### src/rtl/vdp_tile_fetch_scheduler.sv
// ---------------------------------------------------------------------------
// vdp_tile_fetch_scheduler
//
// Sequences the per-line VRAM fetches for the VDP tile layers. For every tile
// column (outer loop) and every enabled layer (inner loop, ascending) it
// issues a map-word read, spends one cycle in MAP_WAIT while the external
// tile address generator registers the returned map word, then issues the
// tile-row read at the generated address. Each returned tile row is tagged
// with its layer and column one cycle after its grant.
//
// Ports
//   clk              pixel-domain clock
//   reset            asynchronous, active-high
//   line_start       one-cycle pulse starting a line (ignored while busy)
//   layer_enable     per-layer enable, captured on the accepted line_start
//   vram_grant       VRAM owner accepts the current request this cycle
//   vram_req         fetch request
//   fetch_kind       0 = map word read, 1 = tile row read
//   layer_index      layer of the current request
//   column           column of the current request
//   tile_data_valid  vram_data holds a tile row this cycle
//   tile_layer       layer tag for tile_data_valid
//   tile_column      column tag for tile_data_valid
//   busy             a line's sequence is in progress
//   done             one-cycle pulse when the line's sequence ends
//   state_dbg        current FSM state (IDLE=0, MAP_REQ=1, MAP_WAIT=2,
//                    TILE_REQ=3)
//
// Handshake: a request is transferred in a cycle where vram_req=1 and
// vram_grant=1. Once raised, vram_req, fetch_kind, layer_index and column
// hold steady until that transfer; a request is never withdrawn ungranted,
// and vram_grant is ignored whenever vram_req=0. Read data appears on
// vram_data exactly one cycle after the granting cycle.
// ---------------------------------------------------------------------------
module vdp_tile_fetch_scheduler #(
    parameter int LAYERS  = 4,
    parameter int COLUMNS = 32
) (
    input  logic              clk,
    input  logic              reset,
    input  logic              line_start,
    input  logic [LAYERS-1:0] layer_enable,
    input  logic              vram_grant,
    output logic              vram_req,
    output logic              fetch_kind,
    output logic [1:0]        layer_index,
    output logic [5:0]        column,
    output logic              tile_data_valid,
    output logic [1:0]        tile_layer,
    output logic [5:0]        tile_column,
    output logic              busy,
    output logic              done,
    output logic [1:0]        state_dbg
);

    typedef enum logic [1:0] {
        ST_IDLE     = 2'd0,
        ST_MAP_REQ  = 2'd1,
        ST_MAP_WAIT = 2'd2,
        ST_TILE_REQ = 2'd3
    } state_t;

    localparam logic [5:0] LAST_COL = 6'(COLUMNS - 1);

    // Lowest set bit of the enable mask (0 when the mask is empty).
    function automatic logic [1:0] lowest_layer(input logic [LAYERS-1:0] en);
        logic [1:0] idx;
        idx = 2'd0;
        for (int i = LAYERS - 1; i >= 0; i--) begin
            if (en[i]) begin
                idx = 2'(i);
            end
        end
        return idx;
    endfunction

    // Next enabled layer strictly above cur: {found, index}. Scanning from the
    // top down leaves the closest one above cur in idx.
    function automatic logic [2:0] next_layer(input logic [LAYERS-1:0] en,
                                              input logic [1:0]        cur);
        logic       found;
        logic [1:0] idx;
        found = 1'b0;
        idx   = 2'd0;
        for (int i = LAYERS - 1; i >= 0; i--) begin
            if (en[i] && (i > int'(cur))) begin
                found = 1'b1;
                idx   = 2'(i);
            end
        end
        return {found, idx};
    endfunction

    state_t            state_q, state_d;
    logic [LAYERS-1:0] en_q, en_d;
    logic              vram_req_q, vram_req_d;
    logic              fetch_kind_q, fetch_kind_d;
    logic [1:0]        layer_q, layer_d;
    logic [5:0]        column_q, column_d;
    logic              tdv_q, tdv_d;
    logic [1:0]        tile_layer_q, tile_layer_d;
    logic [5:0]        tile_column_q, tile_column_d;
    logic              busy_q, busy_d;
    logic              done_q, done_d;

    logic [2:0]        nxt;

    always_comb begin
        state_d       = state_q;
        en_d          = en_q;
        vram_req_d    = vram_req_q;
        fetch_kind_d  = fetch_kind_q;
        layer_d       = layer_q;
        column_d      = column_q;
        tdv_d         = 1'b0;
        tile_layer_d  = tile_layer_q;
        tile_column_d = tile_column_q;
        busy_d        = busy_q;
        done_d        = 1'b0;
        nxt           = next_layer(en_q, layer_q);

        case (state_q)
            ST_IDLE: begin
                if (line_start) begin
                    if (|layer_enable) begin
                        // The mask is frozen here; mid-line enable changes
                        // must not disturb the sequence.
                        en_d         = layer_enable;
                        column_d     = 6'd0;
                        layer_d      = lowest_layer(layer_enable);
                        vram_req_d   = 1'b1;
                        fetch_kind_d = 1'b0;
                        busy_d       = 1'b1;
                        state_d      = ST_MAP_REQ;
                    end else begin
                        // Nothing to fetch: the line ends immediately.
                        done_d = 1'b1;
                    end
                end
            end

            ST_MAP_REQ: begin
                if (vram_grant) begin
                    vram_req_d = 1'b0;
                    state_d    = ST_MAP_WAIT;
                end
            end

            ST_MAP_WAIT: begin
                // Map word is on vram_data now and the generator registers
                // it; its tile_address is valid from the next cycle.
                vram_req_d   = 1'b1;
                fetch_kind_d = 1'b1;
                state_d      = ST_TILE_REQ;
            end

            ST_TILE_REQ: begin
                if (vram_grant) begin
                    // Tag the tile row that returns next cycle.
                    tdv_d         = 1'b1;
                    tile_layer_d  = layer_q;
                    tile_column_d = column_q;
                    fetch_kind_d  = 1'b0;
                    if (nxt[2]) begin
                        layer_d    = nxt[1:0];
                        vram_req_d = 1'b1;
                        state_d    = ST_MAP_REQ;
                    end else if (column_q == LAST_COL) begin
                        // Last tile of the line: done and busy-fall line up
                        // with its tile_data_valid.
                        layer_d    = 2'd0;
                        column_d   = 6'd0;
                        vram_req_d = 1'b0;
                        busy_d     = 1'b0;
                        done_d     = 1'b1;
                        state_d    = ST_IDLE;
                    end else begin
                        column_d   = column_q + 6'd1;
                        layer_d    = lowest_layer(en_q);
                        vram_req_d = 1'b1;
                        state_d    = ST_MAP_REQ;
                    end
                end
            end

            default: begin
                state_d = ST_IDLE;
            end
        endcase
    end

    always_ff @(posedge clk or posedge reset) begin
        if (reset) begin
            state_q       <= ST_IDLE;
            en_q          <= '0;
            vram_req_q    <= 1'b0;
            fetch_kind_q  <= 1'b0;
            layer_q       <= 2'd0;
            column_q      <= 6'd0;
            tdv_q         <= 1'b0;
            tile_layer_q  <= 2'd0;
            tile_column_q <= 6'd0;
            busy_q        <= 1'b0;
            done_q        <= 1'b0;
        end else begin
            state_q       <= state_d;
            en_q          <= en_d;
            vram_req_q    <= vram_req_d;
            fetch_kind_q  <= fetch_kind_d;
            layer_q       <= layer_d;
            column_q      <= column_d;
            tdv_q         <= tdv_d;
            tile_layer_q  <= tile_layer_d;
            tile_column_q <= tile_column_d;
            busy_q        <= busy_d;
            done_q        <= done_d;
        end
    end

    assign vram_req        = vram_req_q;
    assign fetch_kind      = fetch_kind_q;
    assign layer_index     = layer_q;
    assign column          = column_q;
    assign tile_data_valid = tdv_q;
    assign tile_layer      = tile_layer_q;
    assign tile_column     = tile_column_q;
    assign busy            = busy_q;
    assign done            = done_q;
    assign state_dbg       = state_q;

endmodule

### config.mk
export PLATFORM = sky130hd
export DESIGN_NAME = vdp_tile_fetch_scheduler
export DESIGN_NICKNAME = d
export VERILOG_FILES = /design/src/rtl/vdp_tile_fetch_scheduler.sv
export SDC_FILE = /design/constraint.sdc
export NUM_CORES = 1
export LEC_CHECK = 0
export CAP_MARGIN = 10
export CORE_MARGIN = 2
export CORE_UTILIZATION = 54
export CTS_CLUSTER_DIAMETER = 100
export CTS_CLUSTER_SIZE = 12
export DETAILED_ROUTE_END_ITERATION = 10
export GPL_ROUTABILITY_DRIVEN = 0
export PLACE_DENSITY = 0.82
export SKIP_CTS_REPAIR_TIMING = 1
export SYNTH_ARGS = -nofsm -noshare
export SYNTH_HDL_FRONTEND = slang
export SYNTH_SLANG_ARGS = --single-unit
### constraint.sdc
create_clock -name clk -period 5.4 [get_ports clk]
set_clock_uncertainty 0.2 [all_clocks]
set_input_delay 1.08 -clock clk [delete_from_list [all_inputs] [get_ports clk]]
set_output_delay 1.08 -clock clk [all_outputs]
set_load 0.01 [all_outputs]
==> flow_summary.ini <==
[run_status]
outcome = completed

[critical_path]
cpMaxStageDelayCell = clkdlybuf4s50_1
slowest_delay_ns = 0.52
cp_max_fo = 13
cp-end-kind = flop
cp.arrival_ns = 2.97
criticalPathCategory = in -> reg
required_ns = 5.45
crit_path_start_kind = input port
path_cells = clkdlybuf4s50_1 > nand2_1 > o31a_1 > or2_4 > o41ai_2
critPathBufInv = 1
crit_family = compound AO/OA/AOI/OAI gates

[sta]
holdWs_ns = 0.319
worst_slew_pin_slew_ns = 0.999
period_minus_slack_ns = 2.93
rsz0062_at_grt = false
finalMaxSlewViolations = 0
post-route-period-util_pct = 54.2
setup_tns_ns = 0
finalHoldViolations = 0
setup-violations-final = 0
max_slew_margin_pct = 33.3
fmax_mhz = 342

[place]
io_buffers = 30
placed_area_um2 = 1780
placedCellCount = 204
dp_hpwl_um = 2200

[synthesis]
synth.net_count = 161
synth_top_area_share_pct = 46.4
synth_area_per_cell_um2 = 9.92
yosysMostFrequentCell = dfrtp_1
netlist_area_um2 = 1460
yosysSeqAreaShare_pct = 46.4
synth_area_leader_cell = dfrtp_1
async_flop_share_pct = 100
yosys_warnings = 0
ys_seq_elements = 27
ys_types = 38
ys_top_cells_by_area = dfrtp_1 (46%), mux2_2 (7.7%), o21ai_0 (6.2%)
synth_edf_count = 0
synth_common_cells = dfrtp_1 (27), o21ai_0 (18), nand2_1 (15)
synth_cells = 147
synth_ff_type = dfrtp_1

[global_route]
track_usage_pct = 20.5
globalRouteOverflowTotal = 0
grt_start_max_net_pins = 28
antenna_found_initial = 0
grt_pass1_vias = 1162
grt_pass1_wl_um = 5200

[cts]
cts_sinks = 27
cts_max_path_buffers = 2
tritoncts = done
htree_levels = 1
worstSkewPairLatency_ns = 0.33
clk_pin_slew_ns = 0.15
cts_buffers = 3
cts-root-buf = clkbuf_4

[layout]
drive_above_1_share_pct = 11.2
regArea_um2 = 676
syn_to_final_growth_pct = 23.9
fin_util_pct = 71.6
nFillCells = 205
antennaDiodeCount = 0
fin_area_um2 = 1810
stdcell_count = 208
multiInputGateArea_um2 = 729
nets = 193

[detailed_routing]
route.met2.wl_um = 1410
met1_length_um = 1380
routed_wl_um = 3050
first_iter_violations = 52
wire_per_inst_um = 14.7
wl_met3_um = 216
dr.max_layer_used = met4
via_per_inst = 6.11
drtAntennaViolNets = 0
route.detailed.drc = 0
via_count = 1271
drtPass1Iterations = 4

[floorplan]
core-area_um2 = 2520
num_rows = 18
die_x_um = 56.0
die_y_um = 56.0
die-area_um2 = 3130
ios = 31
start_util_pct = 57.8

[power_and_ir_drop]
vdd_drop_max_mv = 0.476
pwr-share-comb_pct = 52.4
seqPwrFrac_pct = 37.8
p_sw_w = 0.000375
powerDensity_nw_per_um2 = 504
switching_share_pct = 41.1
p_clk_share_pct = 9.9
power_leakage_nw = 0.806
internal_power_w = 0.000536

[flow_run]
max-cap-violations = 0

[worst_hold_path]
hold_class = reg -> reg
[stage by stage]
stage               setup slack [ns]  total power, W
floorplan                       3.02        0.000646
global placement                2.18        0.000805
detailed placement              2.11        0.000820
CTS                             2.47        0.000911
global route                    2.33        0.000984
finish                          2.47        0.000911
[cell type report]
type / instances / share of cell area (%)
multi-input cells: 108 / 40.4
well taps: 30 / 2.08
inverters: 9 / 1.87
clock inverters: 1 / 0.416
clock buffers: 3 / 1.25
flip-flops and latches: 27 / 37.4
repair buffers: 30 / 16.6
[cell families after synthesis]
logic type               Yosys count  share of synthesized area, %
AO/OA/AOI/OAI                     45                          19.9
adder cells (fa/ha/maj)            6                          5.15
buffers and inverters             12                          3.61
flip-flops                        27                          46.4
multiplexers                      10                          7.73
AND/OR/NAND/NOR                   47                          17.3
[final timing paths]
check | startpoint | end | slack [ns] | cells after the start
setup reg to reg | state_dbg[1]$_DFFE_PP0P_ | column[3]$_DFFE_PP0P_ | 2.78 | 5
setup / recovery | vram_grant | column[3]$_DFFE_PP0P_ | 2.47 | 5
hold / removal | tile_layer[0]$_DFFE_PP0P_ | tile_layer[0]$_DFFE_PP0P_ | 0.32 | 2
hold reg to reg | tile_layer[0]$_DFFE_PP0P_ | tile_layer[0]$_DFFE_PP0P_ | 0.32 | 2
min in group asynchronous | reset | tile_layer[0]$_DFFE_PP0P_ | 1.06 | 2
max in group asynchronous | reset | en_q[1]$_DFFE_PP0P_ | 3.33 | 2
[worst min-delay path, cell delays in order, from the launching register on]
cell and delay, ns:
dfrtp_1 0.39, nand2_1 0.05, o21ai_0 0.06
[power groups by stage]
stage / combinational [W] / clock (W) / sequential (W)
after floorplan: 0.000293 / 0 / 0.000353
after global placement: 0.000463 / 0 / 0.000342
after detailed placement: 0.000473 / 0 / 0.000347
after CTS: 0.000476 / 0.0000913 / 0.000343
after global routing: 0.000526 / 0.000102 / 0.000356
final: 0.000477 / 0.0000898 / 0.000344
[layout by cell type, fill, tap and decap left out, drive strengths merged, types with 2 or more instances in the layout]
cell / Yosys / layout
a21o: 3 / 3
a21oi: 7 / 7
a22o: 2 / 2
a31oi: 2 / 2
a32oi: 2 / 2
and4b: 2 / 2
clkbuf: 2 / 3
clkdlybuf4s50: 0 / 30
dfrtp: 27 / 27
ha: 6 / 6
inv: 9 / 9
mux2: 10 / 10
nand2: 15 / 15
nand2b: 2 / 2
nand3: 3 / 3
nand4: 2 / 2
nor2: 11 / 11
nor2b: 3 / 3
nor3: 2 / 2
nor4: 2 / 2
o21ai: 19 / 19
o31ai: 3 / 3
or3: 2 / 2
[layer usage]
layer	vias up	track usage [%]
met5	-	0
met4	0	6.46
met3	6	4.19
met2	56	32.3
met1	613	28.4
li1	596	-
[sequential cells by signal, indices dropped and copies added (netlist names)]
signal	flops
column	6
tile_column	6
en_q	4
layer_index	2
state_dbg	2
tile_layer	2
busy	1
done	1
fetch_kind	1
tile_data_valid	1
vram_req	1
No activity file was read; power rests on OpenSTA's default activity.
